[src/rtl/seq_arith_nb_addsub_if.sv]
// Request/response val/rdy bundle for the chunked signed add/subtract unit.
// The master issues operands and accepts results; the slave is the arithmetic unit.
interface seq_arith_nb_addsub_if #(
  parameter int p_nbits = 16
) ();
  logic               in_val;
  logic               in_rdy;
  logic               in_op;
  logic               in_sat;
  logic [p_nbits-1:0] in0;
  logic [p_nbits-1:0] in1;
  logic               out_val;
  logic               out_rdy;
  logic [p_nbits-1:0] out;
  logic               out_ovfl;

  modport master (
    output in_val, in_op, in_sat, in0, in1, out_rdy,
    input  in_rdy, out_val, out, out_ovfl
  );

  modport slave (
    input  in_val, in_op, in_sat, in0, in1, out_rdy,
    output in_rdy, out_val, out, out_ovfl
  );
endinterface

[src/rtl/seq_arith_nb_addsub.sv]
// Multi-cycle signed add/subtract, one p_nchunk_bits chunk per cycle, LS chunk first,
// with signed-overflow flag and optional saturation.
module seq_arith_nb_addsub #(
  parameter int p_nbits       = 16,
  parameter int p_nchunk_bits = 4
) (
  input  logic             clk,
  input  logic             reset,
  seq_arith_nb_addsub_if.slave io
);
  localparam int C  = p_nchunk_bits;
  localparam int N  = p_nbits / p_nchunk_bits;
  localparam int CW = (N > 1) ? $clog2(N) : 1;

  typedef enum logic [1:0] {S_IDLE, S_CALC, S_DONE} state_t;

  state_t             state_reg, state_next;
  logic [p_nbits-1:0] a_reg, a_next, b_reg, b_next;
  logic [p_nbits-1:0] res_reg, res_next, out_reg, out_next;
  logic               op_reg, op_next, sat_reg, sat_next;
  logic               carry_reg, carry_next, ovfl_reg, ovfl_next;
  logic [CW-1:0]      cnt_reg, cnt_next;

  logic [C-1:0]       a_chunk, b_chunk;
  logic [C:0]         sum;
  logic [p_nbits-1:0] sum_ext, wrapped, sat_val;
  logic               last, ovfl_now;

  // Operands shift right each cycle so the active chunk is always at bit 0;
  // the result fills from the top so chunk 0 lands at the bottom after N shifts.
  always_comb begin
    a_chunk = a_reg[C-1:0];
    b_chunk = op_reg ? ~b_reg[C-1:0] : b_reg[C-1:0];
    sum     = {1'b0, a_chunk} + {1'b0, b_chunk} + {{C{1'b0}}, carry_reg};
    sum_ext = '0;
    sum_ext[C-1:0] = sum[C-1:0];
    wrapped = (res_reg >> C) | (sum_ext << (p_nbits - C));
    last    = (cnt_reg == CW'(N - 1));
    // carry into MSB is a^b^s at that bit; XOR with carry out gives overflow
    ovfl_now = a_chunk[C-1] ^ b_chunk[C-1] ^ sum[C-1] ^ sum[C];
    sat_val  = a_chunk[C-1] ? {1'b1, {(p_nbits-1){1'b0}}} : {1'b0, {(p_nbits-1){1'b1}}};
  end

  always_comb begin
    state_next = state_reg;
    a_next     = a_reg;
    b_next     = b_reg;
    res_next   = res_reg;
    out_next   = out_reg;
    op_next    = op_reg;
    sat_next   = sat_reg;
    carry_next = carry_reg;
    ovfl_next  = ovfl_reg;
    cnt_next   = cnt_reg;
    case (state_reg)
      S_IDLE: begin
        if (io.in_val) begin
          a_next     = io.in0;
          b_next     = io.in1;
          op_next    = io.in_op;
          sat_next   = io.in_sat;
          carry_next = io.in_op;
          res_next   = '0;
          cnt_next   = '0;
          state_next = S_CALC;
        end
      end
      S_CALC: begin
        a_next     = a_reg >> C;
        b_next     = b_reg >> C;
        carry_next = sum[C];
        res_next   = wrapped;
        cnt_next   = cnt_reg + CW'(1);
        if (last) begin
          out_next   = (sat_reg && ovfl_now) ? sat_val : wrapped;
          ovfl_next  = ovfl_now;
          cnt_next   = '0;
          state_next = S_DONE;
        end
      end
      S_DONE: begin
        if (io.out_rdy) state_next = S_IDLE;
      end
      default: state_next = S_IDLE;
    endcase
  end

  always_ff @(posedge clk) begin
    if (reset) begin
      state_reg <= S_IDLE;
      a_reg     <= '0;
      b_reg     <= '0;
      res_reg   <= '0;
      out_reg   <= '0;
      op_reg    <= 1'b0;
      sat_reg   <= 1'b0;
      carry_reg <= 1'b0;
      ovfl_reg  <= 1'b0;
      cnt_reg   <= '0;
    end else begin
      state_reg <= state_next;
      a_reg     <= a_next;
      b_reg     <= b_next;
      res_reg   <= res_next;
      out_reg   <= out_next;
      op_reg    <= op_next;
      sat_reg   <= sat_next;
      carry_reg <= carry_next;
      ovfl_reg  <= ovfl_next;
      cnt_reg   <= cnt_next;
    end
  end

  assign io.in_rdy   = (state_reg == S_IDLE);
  assign io.out_val  = (state_reg == S_DONE);
  assign io.out      = out_reg;
  assign io.out_ovfl = ovfl_reg;
endmodule

[src/flat_wrapper.sv]
// flat-port wrapper written by rule: the top's interface ports become plain ports
module seq_arith_nb_addsub_flat 
#(
  parameter int p_nbits       = 16,
  parameter int p_nchunk_bits = 4
)
  (clk, reset, io_in_val, io_in_op, io_in_sat, io_in0, io_in1, io_out_rdy, io_in_rdy, io_out_val, io_out, io_out_ovfl);
  seq_arith_nb_addsub_if #(.p_nbits(p_nbits)) io_i ();
  input  logic clk;
  input  logic reset;
  input wire logic [$bits(io_i.in_val)-1:0] io_in_val;
  input wire logic [$bits(io_i.in_op)-1:0] io_in_op;
  input wire logic [$bits(io_i.in_sat)-1:0] io_in_sat;
  input wire logic [$bits(io_i.in0)-1:0] io_in0;
  input wire logic [$bits(io_i.in1)-1:0] io_in1;
  input wire logic [$bits(io_i.out_rdy)-1:0] io_out_rdy;
  output wire logic [$bits(io_i.in_rdy)-1:0] io_in_rdy;
  output wire logic [$bits(io_i.out_val)-1:0] io_out_val;
  output wire logic [$bits(io_i.out)-1:0] io_out;
  output wire logic [$bits(io_i.out_ovfl)-1:0] io_out_ovfl;
  assign io_i.in_val = io_in_val;
  assign io_i.in_op = io_in_op;
  assign io_i.in_sat = io_in_sat;
  assign io_i.in0 = io_in0;
  assign io_i.in1 = io_in1;
  assign io_i.out_rdy = io_out_rdy;
  assign io_in_rdy = io_i.in_rdy;
  assign io_out_val = io_i.out_val;
  assign io_out = io_i.out;
  assign io_out_ovfl = io_i.out_ovfl;
  seq_arith_nb_addsub #(.p_nbits(p_nbits), .p_nchunk_bits(p_nchunk_bits)) u_core (.clk(clk), .reset(reset), .io(io_i));
endmodule
[config.mk]
export PLATFORM = sky130hd
export DESIGN_NAME = seq_arith_nb_addsub_flat
export DESIGN_NICKNAME = d
export VERILOG_FILES = /design/src/rtl/seq_arith_nb_addsub_if.sv /design/src/rtl/seq_arith_nb_addsub.sv /design/src/flat_wrapper.sv
export SDC_FILE = /design/constraint.sdc
export NUM_CORES = 1
export LEC_CHECK = 0
export CELL_PAD_IN_SITES_DETAIL_PLACEMENT = 1
export CELL_PAD_IN_SITES_GLOBAL_PLACEMENT = 1
export CORE_MARGIN = 4
export CORE_UTILIZATION = 38
export DETAILED_ROUTE_END_ITERATION = 10
export GPL_TIMING_DRIVEN = 0
export PLACE_DENSITY_LB_ADDON = 0.1
export REMOVE_ABC_BUFFERS = 1
export SYNTH_ARGS = -nofsm -noshare
export SYNTH_HDL_FRONTEND = slang
export SYNTH_SLANG_ARGS = --single-unit
[constraint.sdc]
create_clock -name clk -period 2.9 [get_ports clk]
set_input_delay 0.29 -clock clk [delete_from_list [all_inputs] [get_ports clk]]
set_output_delay 0.29 -clock clk [all_outputs]
set_load 0.01 [all_outputs]
Word-level counts from Yosys, hierarchy flattened
Cells that the tools add are included.
{"block": "word_totals", "ram_bits": 0, "rom_bits": 0, "ff_bits": 72, "wordCells": 49, "n_memories": 0, "input_bits": 38, "out_inout_bits": 19, "latchBits": 0}
{"block": "op_classes", "shift": 0, "div": 0, "n_addsub": 3, "muxes": 18, "reduce_logical": 7, "eq_ne": 6, "n_bitwise": 5, "multipliers": 0, "order_cmp": 0}
{"operator": "case mux 16 bit (2 select lines)", "count": 3}
{"operator": "2-to-1 mux 16 bit", "count": 5}
{"operator": "bitwise OR 12 x 16 -> 16 bit", "count": 1}
{"operator": "2-to-1 mux 2 bit", "count": 5}
{"operator": "case mux 2 bit (3 select lines)", "count": 1}
{"operator": "AND reduction 2 bit", "count": 3}
{"operator": "adder 4 x 4 -> 5 bit", "count": 1}
{"operator": "adder 5 x 1 -> 5 bit", "count": 1}
{"operator": "equality test 2 bit, second input constant", "count": 2}
{"operator": "2-to-1 mux 4 bit", "count": 1}
{"operator": "!= test 2 bit, second input constant", "count": 2}
{"operator": "NOT 4 bit", "count": 1}
{"operator": "case mux 2 bit (2 select lines)", "count": 1}
{"operator": "AND reduction 3 bit", "count": 1}
{"operator": "XOR 1 bit", "count": 3}
{"operator": "adder 2 x 1 -> 2 bit, second input constant", "count": 1}
{"operator": "equality test 2 x 1 -> 1 bit, second input constant", "count": 1}
{"operator": "logical NOT 2 bit", "count": 1}
{"operator": "!= test 2 x 1 -> 1 bit, second input constant", "count": 1}
{"operator": "case mux 1 bit (2 select lines)", "count": 1}
{"operator": "nonzero test 2 bit", "count": 1}
{"operator": "logical AND 1 bit", "count": 1}
{"operator": "2-to-1 mux 1 bit", "count": 1}

Depth between registers and ports, before layout
{"block": "logic_depth", "depth_word": 8, "mapped_depth": 11, "depth_no_buf": 8}

Least setup slack after synthesis
OpenSTA, ideal clock, no wires.
{"block": "synth_timing", "path_kind": "flip-flop to flip-flop", "startpoint": "register u_core.op_reg", "endpoint": "register u_core.out_reg[10] (netlist: u_core.io.out[10])", "path_slack_ps": 310, "stages_incl_launch_ff": 11, "arrival_time_ps": 2522, "n_path_buf": 2, "cell_sequence": "dfxtp_1 clkbuf_1 xnor2_1 fa_1 fa_1 nand2b_1 a21oi_1 xor2_1 a311o_1 buf_6 o21ai_2"}
{"block": "synth_via", "elab_chain_len": 7, "elab_cells_between_ends": 8, "cone_classes": "2 x add/sub; 2 x mux; 3 x bitwise; 1 x reduce/logical"}
{"item": "start: declaration", "line_no": "seq_arith_nb_addsub.sv:20", "source": "logic op_reg, op_next, sat_reg, sat_next;"}
{"item": "start signal: assignment", "line_no": "seq_arith_nb_addsub.sv:106", "source": "op_reg <= op_next;"}
{"item": "2-to-1 mux 4 bit (*)", "line_no": "seq_arith_nb_addsub.sv:33", "source": "b_chunk = op_reg ? ~b_reg[C-1:0] : b_reg[C-1:0];"}
{"item": "adder 4 x 4 -> 5 bit", "line_no": "seq_arith_nb_addsub.sv:34", "source": "sum = {1'b0, a_chunk} + {1'b0, b_chunk} + {{C{1'b0}}, carry_reg};"}
{"item": "adder 5 x 1 -> 5 bit", "line_no": "seq_arith_nb_addsub.sv:34"}
{"item": "XOR 1 bit", "line_no": "seq_arith_nb_addsub.sv:40", "source": "ovfl_now = a_chunk[C-1] ^ b_chunk[C-1] ^ sum[C-1] ^ sum[C];"}
{"item": "XOR 1 bit (*)", "line_no": "seq_arith_nb_addsub.sv:40"}
{"item": "logical AND 1 bit (*)", "line_no": "seq_arith_nb_addsub.sv:75", "source": "out_next = (sat_reg && ovfl_now) ? sat_val : wrapped;"}
{"item": "2-to-1 mux 16 bit (*)", "line_no": "seq_arith_nb_addsub.sv:75"}
{"item": "end signal: assignment", "line_no": "seq_arith_nb_addsub.sv:105", "source": "out_reg <= out_next;"}
{"item": "end: declaration", "line_no": "seq_arith_nb_addsub.sv:19", "source": "logic [p_nbits-1:0] res_reg, res_next, out_reg, out_next;"}
Mark *: on every way between the ends. The rest lies on a longest branch, timed or not.
A chain may end at the register's enable or synchronous reset.

Worst setup path after layout
{"block": "layout_timing", "startpoint": "register u_core.op_reg", "endpoint": "register u_core.out_reg[0] (netlist: u_core.io.out[0])"}
Same word-level chain as after synthesis.

==> impl_results.md <==
* Status: finished clean
* Syn-to-layout area delta at 31.7%
* CTS root buffer: clkbuf_8
* Tightest Pin Transition at approximately 1.2 ns
* Worst hold slack at ~0.42 ns
* Setup Skew at 0.00994 ns
* Hold Vio Cnt, Final at 0
* Syn Std Cell Area at just under 3000 um2
* Slew headroom at roughly 19%
* Synth async-reset ratio at 0%
* Worst VDD drop at about 0.24 mV
* CTS buffer count at 9
* Initial antenna violation count at 0
* Drt pass-1 iters at 4
* DP Cell Count at a little under 500
* # rows at 32
* Hold buffer count at cts at 0
* Vias at between 2000 and 3000
* Ys flop type: dfxtp_1
* Synth warn at 0
* Total gr overflow at 0
* Final setup fails at 0
* Most frequent cell after synthesis: nand2_1
* Static Leak at 1.41 nW
* Routed WL at 7310 um
* Startpoint types: register
* Avg WL per Cell at between 10 and 15 um
* Skew-Pair Late Insertion Delay at 0.35 ns
* Vias in the first global route at 2619
* Seq cells post-synth at approximately 70
* 1st-iter DRT viols at between 50 and 60
* Vias per inst at between 5 and 6
* Largest net degree at the start of global routing at 48
* Worst-path cell chain: xnor2_1, fa_2, fa_1, nand2b_1, a21oi_4, xor2_4, a311o_2, buf_12, o21ai_0
* Critical path capture point type: register
* Max-slew violation count at 0
* H-Tree Level Count at 3
* Synth Instances at between 300 and 400
* Tmin final at 2.72 ns
* Post-DP HPWL at around 4600 um
* Crit path max fanout at 13
* ANT nets after route at 0
* Setup CP Type: reg -> reg
* Cell taking the most area after synthesis: dfxtp_1
* Total power at around 2.4 mW
* Die X at approximately 97 um
* Setup WS pre-CTS at -1.32 ns
* Residual DRC count at 0
* Largest stage delay on the critical path at between 0.4 and 0.5 ns
* WL met2 at roughly 3700 um
* Core ar. at between 7000 and 8000 um2
* Chip height at 96.6 um
* Synth Area per Inst at 8.22 um2
* Final instance area at around 4000 um2
* Port bufs at 56
* Final core occ at between 50 and 60%
* Layout Nets at around 450
* Top cells by area, synth: dfxtp_1 (46%), nand2_1 (9.4%), a311oi_1 (7.0%)
* HP Class: in -> reg
* F_max at approximately 0.37 GHz
* Worst EP required at 3.17 ns
* CTS tree: built
* Setup WS post-layout at roughly 0.18 ns
* Crit path DAT at ~3 ns
* Max_cap viols at 0
* Final GP Congestion at between 0.7 and 0.8
* Setup_tns at 0 ns
* Sequential area share after synthesis at a little under half
* Most instantiated cells after synthesis: nand2_1 (75), dfxtp_1 (68), nor2_1 (39)
* Top layer in use: met4
* Clock sink count at 68
* ANT cells at 0
* Period utilization at roughly 94%
* EDFF count, synth at 0
* Cell family with most CP delay: compound AO/OA/AOI/OAI gates
* Post-Layout Cell Count at between 500 and 600
* RSZ-0062 raised after global routing: no
* Placed cell areas at approximately 3600 um2
* WL met1 at approximately 3300 um
* IO Count at between 50 and 60
* Worst Path Buf+Inv at 1
* GRT Overall Usage at around 16%
* WL met3 at approximately 290 um
* Die Footprint at 9330 um2
* Fraction of layout cells with a size suffix above 1 at 11.0%
* Clock buffer depth at 2
* Starting density of the core at between 30% and 40%
* Global-route wire length before repair at between 10000 and 15000 um
* Worst-path clk slew at 0.07 ns
* Slowest cell on crit path: a311o_2
* Area share of the largest cell type after synthesis at between 40% and 50%
* Count of cell types in the netlist at 33
* P per Cell Area at ~600 nW/um2
## per-layer routing
layer,GRT usage (%),up-vias
met5,0,-
met4,6.48,0
met3,3.46,7
met2,27.7,44
met1,18.6,1268
li1,-,1329
## repair_timing
item | 4_1_cts | 5_1_grt
gates resized for setup | 6 | 2
gates cloned | 1 | 0
setup endpoints to repair | 17 | 6
pin swaps | 1 | 1
setup buffers | 1 | 1
## cell usage in the layout (no fill, tap or decap), drive strengths merged, types with 3 or more instances in the layout
cell,n
nand2,75
dfxtp,68
clkdlybuf4s50,55
nor2,39
a21oi,37
a311oi,25
nand3,20
o21ai,15
nand3b,14
clkbuf,12
xor2,7
buf,6
a31oi,5
inv,4
ha,4
nand2b,4
bufinv,3
## cells by family after synthesis
group | count (synthesis) | synth area share (%)
buffers and inverters | 37 | 5.29
DFF | 68 | 45.6
xor gates and xnor gates | 7 | 2.06
AOI/OAI and AO/OA | 86 | 20.0
adders and majority gates | 6 | 3.02
and+or+nand+nor | 159 | 24.0
## final cells by class
| class | count | area (um2) |
|---|---|---|
| inverter | 4 | 15.0 |
| sequential | 68 | 1360 |
| clock buffer | 12 | 155 |
| fill | 913 | 3760 |
| tap | 102 | 128 |
| clock inverter | 4 | 95.1 |
| timing repair buffer | 61 | 643 |
| multi-input combinational | 259 | 1530 |
## power by group
group | switching, mW | leakage [nW] | internal [mW]
registers | 0.0373 | 0.556 | 0.986
logic | 0.196 | 0.731 | 0.155
clock network | 0.360 | 0.127 | 0.618
## final timing paths
path                             startpoint                              to  slack [ns]  cells after the start
max              u_core.op_reg$_SDFFE_PP0P_   u_core.io.out[0]$_SDFFE_PP0P_        0.18                      9
min                                   reset   u_core.a_reg[12]$_SDFFE_PP0P_        0.42                      2
max reg2reg      u_core.op_reg$_SDFFE_PP0P_   u_core.io.out[0]$_SDFFE_PP0P_        0.18                      9
min reg2reg  u_core.res_reg[4]$_SDFFE_PP0P_  u_core.res_reg[4]$_SDFFE_PP0P_        0.47                      2
## worst reg2reg max path, stage by stage, from the launching register on
cell and delay [ns]:
dfxtp_2 0.36, xnor2_1 0.14, fa_2 0.38, fa_1 0.41, nand2b_1 0.20, a21oi_4 0.25
xor2_4 0.16, a311o_2 0.44, buf_12 0.16, o21ai_0 0.15
Note: power is estimated with default switching activity, not from simulation.
